`src/rtl/fetch_unit.sv`:
```
// Instruction-fetch stage: owns the PC, fetches over a single-outstanding
// imem req/ack link, fills IF/ID and applies execute-stage redirects.
//
// imem handshake: imemReq is the valid, imemAck is the ready/response. Once
// imemReq rises, imemAddr stays fixed until the cycle in which imemAck=1
// (that edge completes the transfer and imemRdata is captured). imemAck while
// imemReq=0 is ignored.
module fetch_unit #(
    parameter logic [31:0] RESET_PC  = 32'h0000_0000,
    parameter logic [31:0] NOP_INSTR = 32'h0000_0013
) (
    input  logic        clk,
    input  logic        reset,
    input  logic [1:0]  pcSrcE,
    input  logic [31:0] pcTargetE,
    input  logic [31:0] aluResultE,
    input  logic        stallD,
    output logic        imemReq,
    output logic [31:0] imemAddr,
    input  logic        imemAck,
    input  logic [31:0] imemRdata,
    output logic [31:0] instrD,
    output logic [31:0] pcD,
    output logic [31:0] pcPlus4D,
    output logic        validD,
    output logic        misalignE,
    output logic [1:0]  dbg_state
);

    typedef enum logic [1:0] {
        ST_WAIT = 2'd0,
        ST_DROP = 2'd1,
        ST_HOLD = 2'd2
    } state_e;

    state_e      state_q, state_d;
    logic [31:0] pc_f_q, pc_f_d;
    logic [31:0] req_addr_q, req_addr_d;
    logic [31:0] skid_instr_q, skid_instr_d;
    logic [31:0] skid_pc_q, skid_pc_d;
    logic        skid_valid_q, skid_valid_d;
    logic [31:0] ifid_instr_q, ifid_instr_d;
    logic [31:0] ifid_pc_q, ifid_pc_d;
    logic [31:0] ifid_pc4_q, ifid_pc4_d;
    logic        ifid_valid_q, ifid_valid_d;

    logic [31:0] raw_target;
    logic [31:0] aligned_target;
    logic        redir;
    logic        req_active;
    logic        ack_ok;
    logic [31:0] req_addr_plus4;
    logic [31:0] skid_pc_plus4;

    // JALR clears bit 0 first; bit 1 of what remains is the misalignment flag.
    always_comb begin
        raw_target = pcTargetE;
        if (pcSrcE == 2'b11) begin
            raw_target = aluResultE & ~32'h1;
        end
    end

    assign redir          = (pcSrcE != 2'b00);
    assign aligned_target = raw_target & ~32'h3;
    assign misalignE      = redir & raw_target[1];

    assign req_active     = ~reset & (state_q != ST_HOLD);
    assign ack_ok         = imemAck & req_active;
    assign req_addr_plus4 = req_addr_q + 32'd4;
    assign skid_pc_plus4  = skid_pc_q + 32'd4;

    always_comb begin
        state_d      = state_q;
        pc_f_d       = pc_f_q;
        req_addr_d   = req_addr_q;
        skid_instr_d = skid_instr_q;
        skid_pc_d    = skid_pc_q;
        skid_valid_d = skid_valid_q;
        ifid_instr_d = ifid_instr_q;
        ifid_pc_d    = ifid_pc_q;
        ifid_pc4_d   = ifid_pc4_q;
        ifid_valid_d = ifid_valid_q;

        if (redir) begin
            pc_f_d       = aligned_target;
            ifid_valid_d = 1'b0;
            ifid_instr_d = NOP_INSTR;
            skid_valid_d = 1'b0;
            // An unacked request cannot be withdrawn, so its response is dropped.
            if (!ack_ok && (state_q != ST_HOLD)) begin
                state_d = ST_DROP;
            end else begin
                state_d    = ST_WAIT;
                req_addr_d = aligned_target;
            end
        end else begin
            case (state_q)
                ST_WAIT: begin
                    if (ack_ok) begin
                        pc_f_d = req_addr_plus4;
                        if (!stallD) begin
                            ifid_instr_d = imemRdata;
                            ifid_pc_d    = req_addr_q;
                            ifid_pc4_d   = req_addr_plus4;
                            ifid_valid_d = 1'b1;
                            req_addr_d   = req_addr_plus4;
                        end else begin
                            skid_instr_d = imemRdata;
                            skid_pc_d    = req_addr_q;
                            skid_valid_d = 1'b1;
                            state_d      = ST_HOLD;
                        end
                    end else if (!stallD) begin
                        ifid_valid_d = 1'b0;
                        ifid_instr_d = NOP_INSTR;
                    end
                end
                ST_DROP: begin
                    if (ack_ok) begin
                        req_addr_d = pc_f_q;
                        state_d    = ST_WAIT;
                    end
                end
                ST_HOLD: begin
                    if (!stallD) begin
                        ifid_instr_d = skid_instr_q;
                        ifid_pc_d    = skid_pc_q;
                        ifid_pc4_d   = skid_pc_plus4;
                        ifid_valid_d = skid_valid_q;
                        skid_valid_d = 1'b0;
                        req_addr_d   = pc_f_q;
                        state_d      = ST_WAIT;
                    end
                end
                default: begin
                    state_d = ST_WAIT;
                end
            endcase
        end
    end

    always_ff @(posedge clk) begin
        if (reset) begin
            state_q      <= ST_WAIT;
            pc_f_q       <= RESET_PC;
            req_addr_q   <= RESET_PC;
            skid_instr_q <= NOP_INSTR;
            skid_pc_q    <= 32'h0;
            skid_valid_q <= 1'b0;
            ifid_instr_q <= NOP_INSTR;
            ifid_pc_q    <= 32'h0;
            ifid_pc4_q   <= 32'h0;
            ifid_valid_q <= 1'b0;
        end else begin
            state_q      <= state_d;
            pc_f_q       <= pc_f_d;
            req_addr_q   <= req_addr_d;
            skid_instr_q <= skid_instr_d;
            skid_pc_q    <= skid_pc_d;
            skid_valid_q <= skid_valid_d;
            ifid_instr_q <= ifid_instr_d;
            ifid_pc_q    <= ifid_pc_d;
            ifid_pc4_q   <= ifid_pc4_d;
            ifid_valid_q <= ifid_valid_d;
        end
    end

    assign imemReq   = req_active;
    assign imemAddr  = req_addr_q;
    assign instrD    = ifid_instr_q;
    assign pcD       = ifid_pc_q;
    assign pcPlus4D  = ifid_pc4_q;
    assign validD    = ifid_valid_q;
    assign dbg_state = state_q;

endmodule

```
`config.mk`:
```
export PLATFORM = sky130hd
export DESIGN_NAME = fetch_unit
export DESIGN_NICKNAME = d
export VERILOG_FILES = /design/src/rtl/fetch_unit.sv
export SDC_FILE = /design/constraint.sdc
export NUM_CORES = 1
export LEC_CHECK = 0
export ABC_CLOCK_PERIOD_IN_PS = 2200
export CAP_MARGIN = 20
export CORE_MARGIN = 3
export CORE_UTILIZATION = 47
export DETAILED_ROUTE_END_ITERATION = 7
export GPL_TIMING_DRIVEN = 0
export PLACE_DENSITY = 0.73
export SETUP_SLACK_MARGIN = 0.02
export SLEW_MARGIN = 40
export SYNTH_ARGS = -nofsm -noshare
export SYNTH_HDL_FRONTEND = slang
export SYNTH_SLANG_ARGS = --single-unit
export TNS_END_PERCENT = 50
```
`constraint.sdc`:
```
create_clock -name clk -period 2.2 [get_ports clk]
set_input_delay 0.33 -clock clk [delete_from_list [all_inputs] [get_ports clk]]
set_output_delay 0.33 -clock clk [all_outputs]
set_load 0.05 [all_outputs]
```
==> flow_summary_export.csv <==
group,metric,value,unit
synthesis,syn_inst,1472,
synthesis,synth_compound_area_share,21.4,%
cells_and_area,areaGrowthSynthToFinish,41.7,%
power_and_ir_drop,power,10.9,mW
cells_and_area,regArea,4570,sq um
clock_tree,clk_pin_slew_worst_paths,0.06,ns
global_routing,use_met2,52.4,%
cells_and_area,multi_input_area,6820,sq um
synthesis,synthArstFlopShare,0,%
synthesis,synth.distinct_cells,61,
worst_setup_path,r2r_cells,9,
worst_setup_path,cp_num_buf_inv,2,
global_routing,grt_pass1_wl,69.2,mm
worst_setup_path,cp_slowest_stage_delay,0.39,ns
cells_and_area,fillers,1984,
cells_and_area,diodes,0,
clock_tree,clock_latency,0.54,ns
clock_tree,cts.hold.buffers_added,0,
timing,report.final.hold_viol_count,0,
synthesis,synthXorXnorAreaFrac,4.11,%
synthesis,yosysSeqAreaShare,39.3,%
placement,dpl.cell_count,2020,
run_status,status,"finished, violations left",
timing,max_freq,0.445,GHz
floorplan,core.rowCount,56,
timing,drv_slew,0,
cells_and_area,drive_gt1_share,15.7,%
worst_setup_path,cp-end-kind,"flop",
worst_setup_path,worstPathCellList,"inv_2 > ha_2 > or3b_1 > buf_6 > nand2_4 > nand3_4 > or3_1 > mux2_2 > a31oi_1",
clock_tree,numCtsBuffers,26,
worst_setup_path,regToRegEndpoint,"pcPlus4D[28]",
placement,io_buffer_count,229,
global_routing,grt_pass1_vias,12100,
global_routing,grt_max_degree,20,
floorplan,core,23800,sq um
placement,place_hpwl,34.5,mm
power_and_ir_drop,p_leak,5.79,nW
synthesis,syn_nets,1579,
cells_and_area,final_nets,1867,
detailed_routing,antenna_left,0,
detailed_routing,avgRoutedWirePerCell,22.4,microns
global_routing,gr-total-overflow,0,
timing,setup_slack,-0.0481,ns
global_routing,antenna_found_initial,1,
global_routing,grt_busiest_layer,"met2",
worst_setup_path,crit_type,"flop to flop",
detailed_routing,drc_errors,0,
synthesis,synth_flop_cell,"dfxtp_1",
detailed_routing,wirelength,46.9,mm
worst_hold_path,hp-class,"primary input to flop",
floorplan,die_w,162,microns
worst_setup_path,slowest_stage,"or3b_1",
timing,period_share,102,%
power_and_ir_drop,power_density,666,nW/um^2
detailed_routing,vias,12800,
floorplan,start_util,48.4,%
placement,pre_cts_ws,-1.48,ns
cells_and_area,fin_util,68.6,%
clock_tree,cts_num_sinks,226,
global_routing,use_met1,44.9,%
cells_and_area,final_cell_mix,"nand2_1 (225), clkdlybuf4s50_1 (210), dfxtp_1 (201)",
clock_tree,ctsHtreeMaxLevel,1,
cells_and_area,final_common_cell,"nand2_1",
timing,worstMarginPinSlew,0.861,ns
worst_setup_path,reg2reg_slack,-0.05,ns
synthesis,synth_area,11500,sq um
synthesis,synthMuxAreaShare,7.04,%
timing,slew_headroom,42.6,%
synthesis,ys_ff_latch,226,
cells_and_area,fin_cells,2096,
synthesis,yosysWarnings,0,
worst_setup_path,cp.arrival,2.71,ns
clock_tree,cts_buffer_depth,3,
timing,setup_violations,1,
synthesis,synthSimpleGateAreaFrac,22.4,%
run_status,violations,"negative setup slack",
placement,gp_congestion,1.00,
timing,skew,0.0210,ns
worst_setup_path,critPathTopFamily,"simple AND/OR/NAND/NOR gates",
clock_tree,cts_tree,"done",
timing,rsz0062_at_grt,"yes",
detailed_routing,first_pass_iters,6,
detailed_routing,viasPerCell,6.11,
clock_tree,clockRootBuffer,"clkbuf_16",
synthesis,synth_edf_count,0,
worst_hold_path,holdPathEnd,"skid_valid_q",
synthesis,synth_top_family_by_area,"simple AND/OR/NAND/NOR gates",
worst_hold_path,whs_path_depth,3,
flow_run,cap_viol_max_count,0,
power_and_ir_drop,peakVddDrop,579,uV
synthesis,postSynthAreaPerCell,7.81,sq um
worst_setup_path,cp_max_fo,9,
detailed_routing,drtIter0Drc,1413,
floorplan,design.portCount,235,
floorplan,die_h,162,microns
worst_setup_path,cp.required,2.66,ns
worst_setup_path,startpoint_type,"flop",
global_routing,grt_use_met3,8.29,%
worst_hold_path,hp-start,"stallD",
floorplan,die_area,26400,sq um
timing,min_period,2.25,ns
global_routing,track_usage,33.5,%
worst_setup_path,regToRegStartpoint,"dbg_state[0]",
synthesis,synth_fa_ha_area_share,0.544,%
-- sequential cells by signal, indices dropped and copies added (netlist names) --
signal and cells:
skid_pc_q 32, imemAddr 32, pcD 32, skid_instr_q 32, dbg_state 2, pcPlus4D 30, pc_f_q 32, skid_valid_q 1
instrD 32, validD 1
-- tightest hold or removal path, cell delays in order --
cell      delay, ns
clkbuf_1       0.20
o21ai_0        0.22
a21oi_1        0.07
-- layer usage --
metal	part of all wire (%)	wire length [microns]	vias up
met3	11	5280	122
met4	3.6	1690	2
met5	0.040	19	-
li1	-	-	5823
met2	45	21000	822
met1	40	18900	6031
-- power breakdown --
group          total, mW  internal (mW)  switching [mW]
Clock               4.81           3.01            1.80
Sequential          4.33           4.21           0.117
Combinational       1.73          0.664            1.06
Total               10.9           7.88            2.98
-- how the worst max path moves through the flow --
stage                      start  cells after the start  slack [ns]            to
floorplan           imemAddr[18]                      6       -0.14  pcPlus4D[29]
global route        dbg_state[0]                      9       -0.10  pcPlus4D[28]
global placement       pcSrcE[0]                      8       -1.46     misalignE
CTS                 skid_pc_q[5]                      7       -0.07  pcPlus4D[15]
detailed placement     pcSrcE[0]                      8       -1.48     misalignE
finish              dbg_state[0]                      9       -0.05  pcPlus4D[28]
-- stage by stage --
stage | cell area [sq um] | hold slack, ns | setup TNS (ns)
floorplan | 11600 | 0.436 | -0.674
global placement | 14300 | 0.442 | -120.84
detailed placement | 14300 | 0.447 | -124.05
CTS | 15700 | 0.267 | -0.0984
global route | 16300 | 0.365 | -1.09
finish | 16300 | 0.327 | -0.0481
-- cell type report --
cell class,count,share of cell area (%)
buffer,129,5.38
clock buffer,35,4.44
clock inverter,10,1.32
inverter,11,0.253
multi-input combinational,1100,41.8
sequential,226,28.0
tap,319,2.45
timing repair buffer,266,16.3
-- cells in the mapped netlist, types with 14 or more instances --
cell	instances	area [sq um]
nor3_1	57	285
mux2_2	15	169
nand3_1	30	150
o21ai_0	80	400
a22oi_1	36	270
xor2_1	17	149
dfxtp_1	226	4520
nor2_1	157	589
nand4_1	22	138
a21oi_1	129	646
nor2b_1	14	87.6
nand2_1	229	860
buf_2	28	140
a221oi_1	37	324
mux2i_1	64	641
a211oi_1	45	338
xnor2_1	37	324
clkbuf_1	96	360
-- logic make-up (layout without fill, tap and decap cells) --
kind of cell	Yosys count	count (layout)
AOI/OAI and AO/OA	391	391
muxes	79	79
buffers and inverters	146	451
and+or+nand+nor	571	571
DFF	226	226
xor gates and xnor gates	54	54
adders and majority gates	5	5
-- timing repair --
item                       in CTS  in global routing
gates cloned                    1                  3
resized for setup             143                157
setup buffers                  21                 12
setup endpoints to repair     236                198
pin swaps                      13                 14
(Power assumes the default switching activity.)
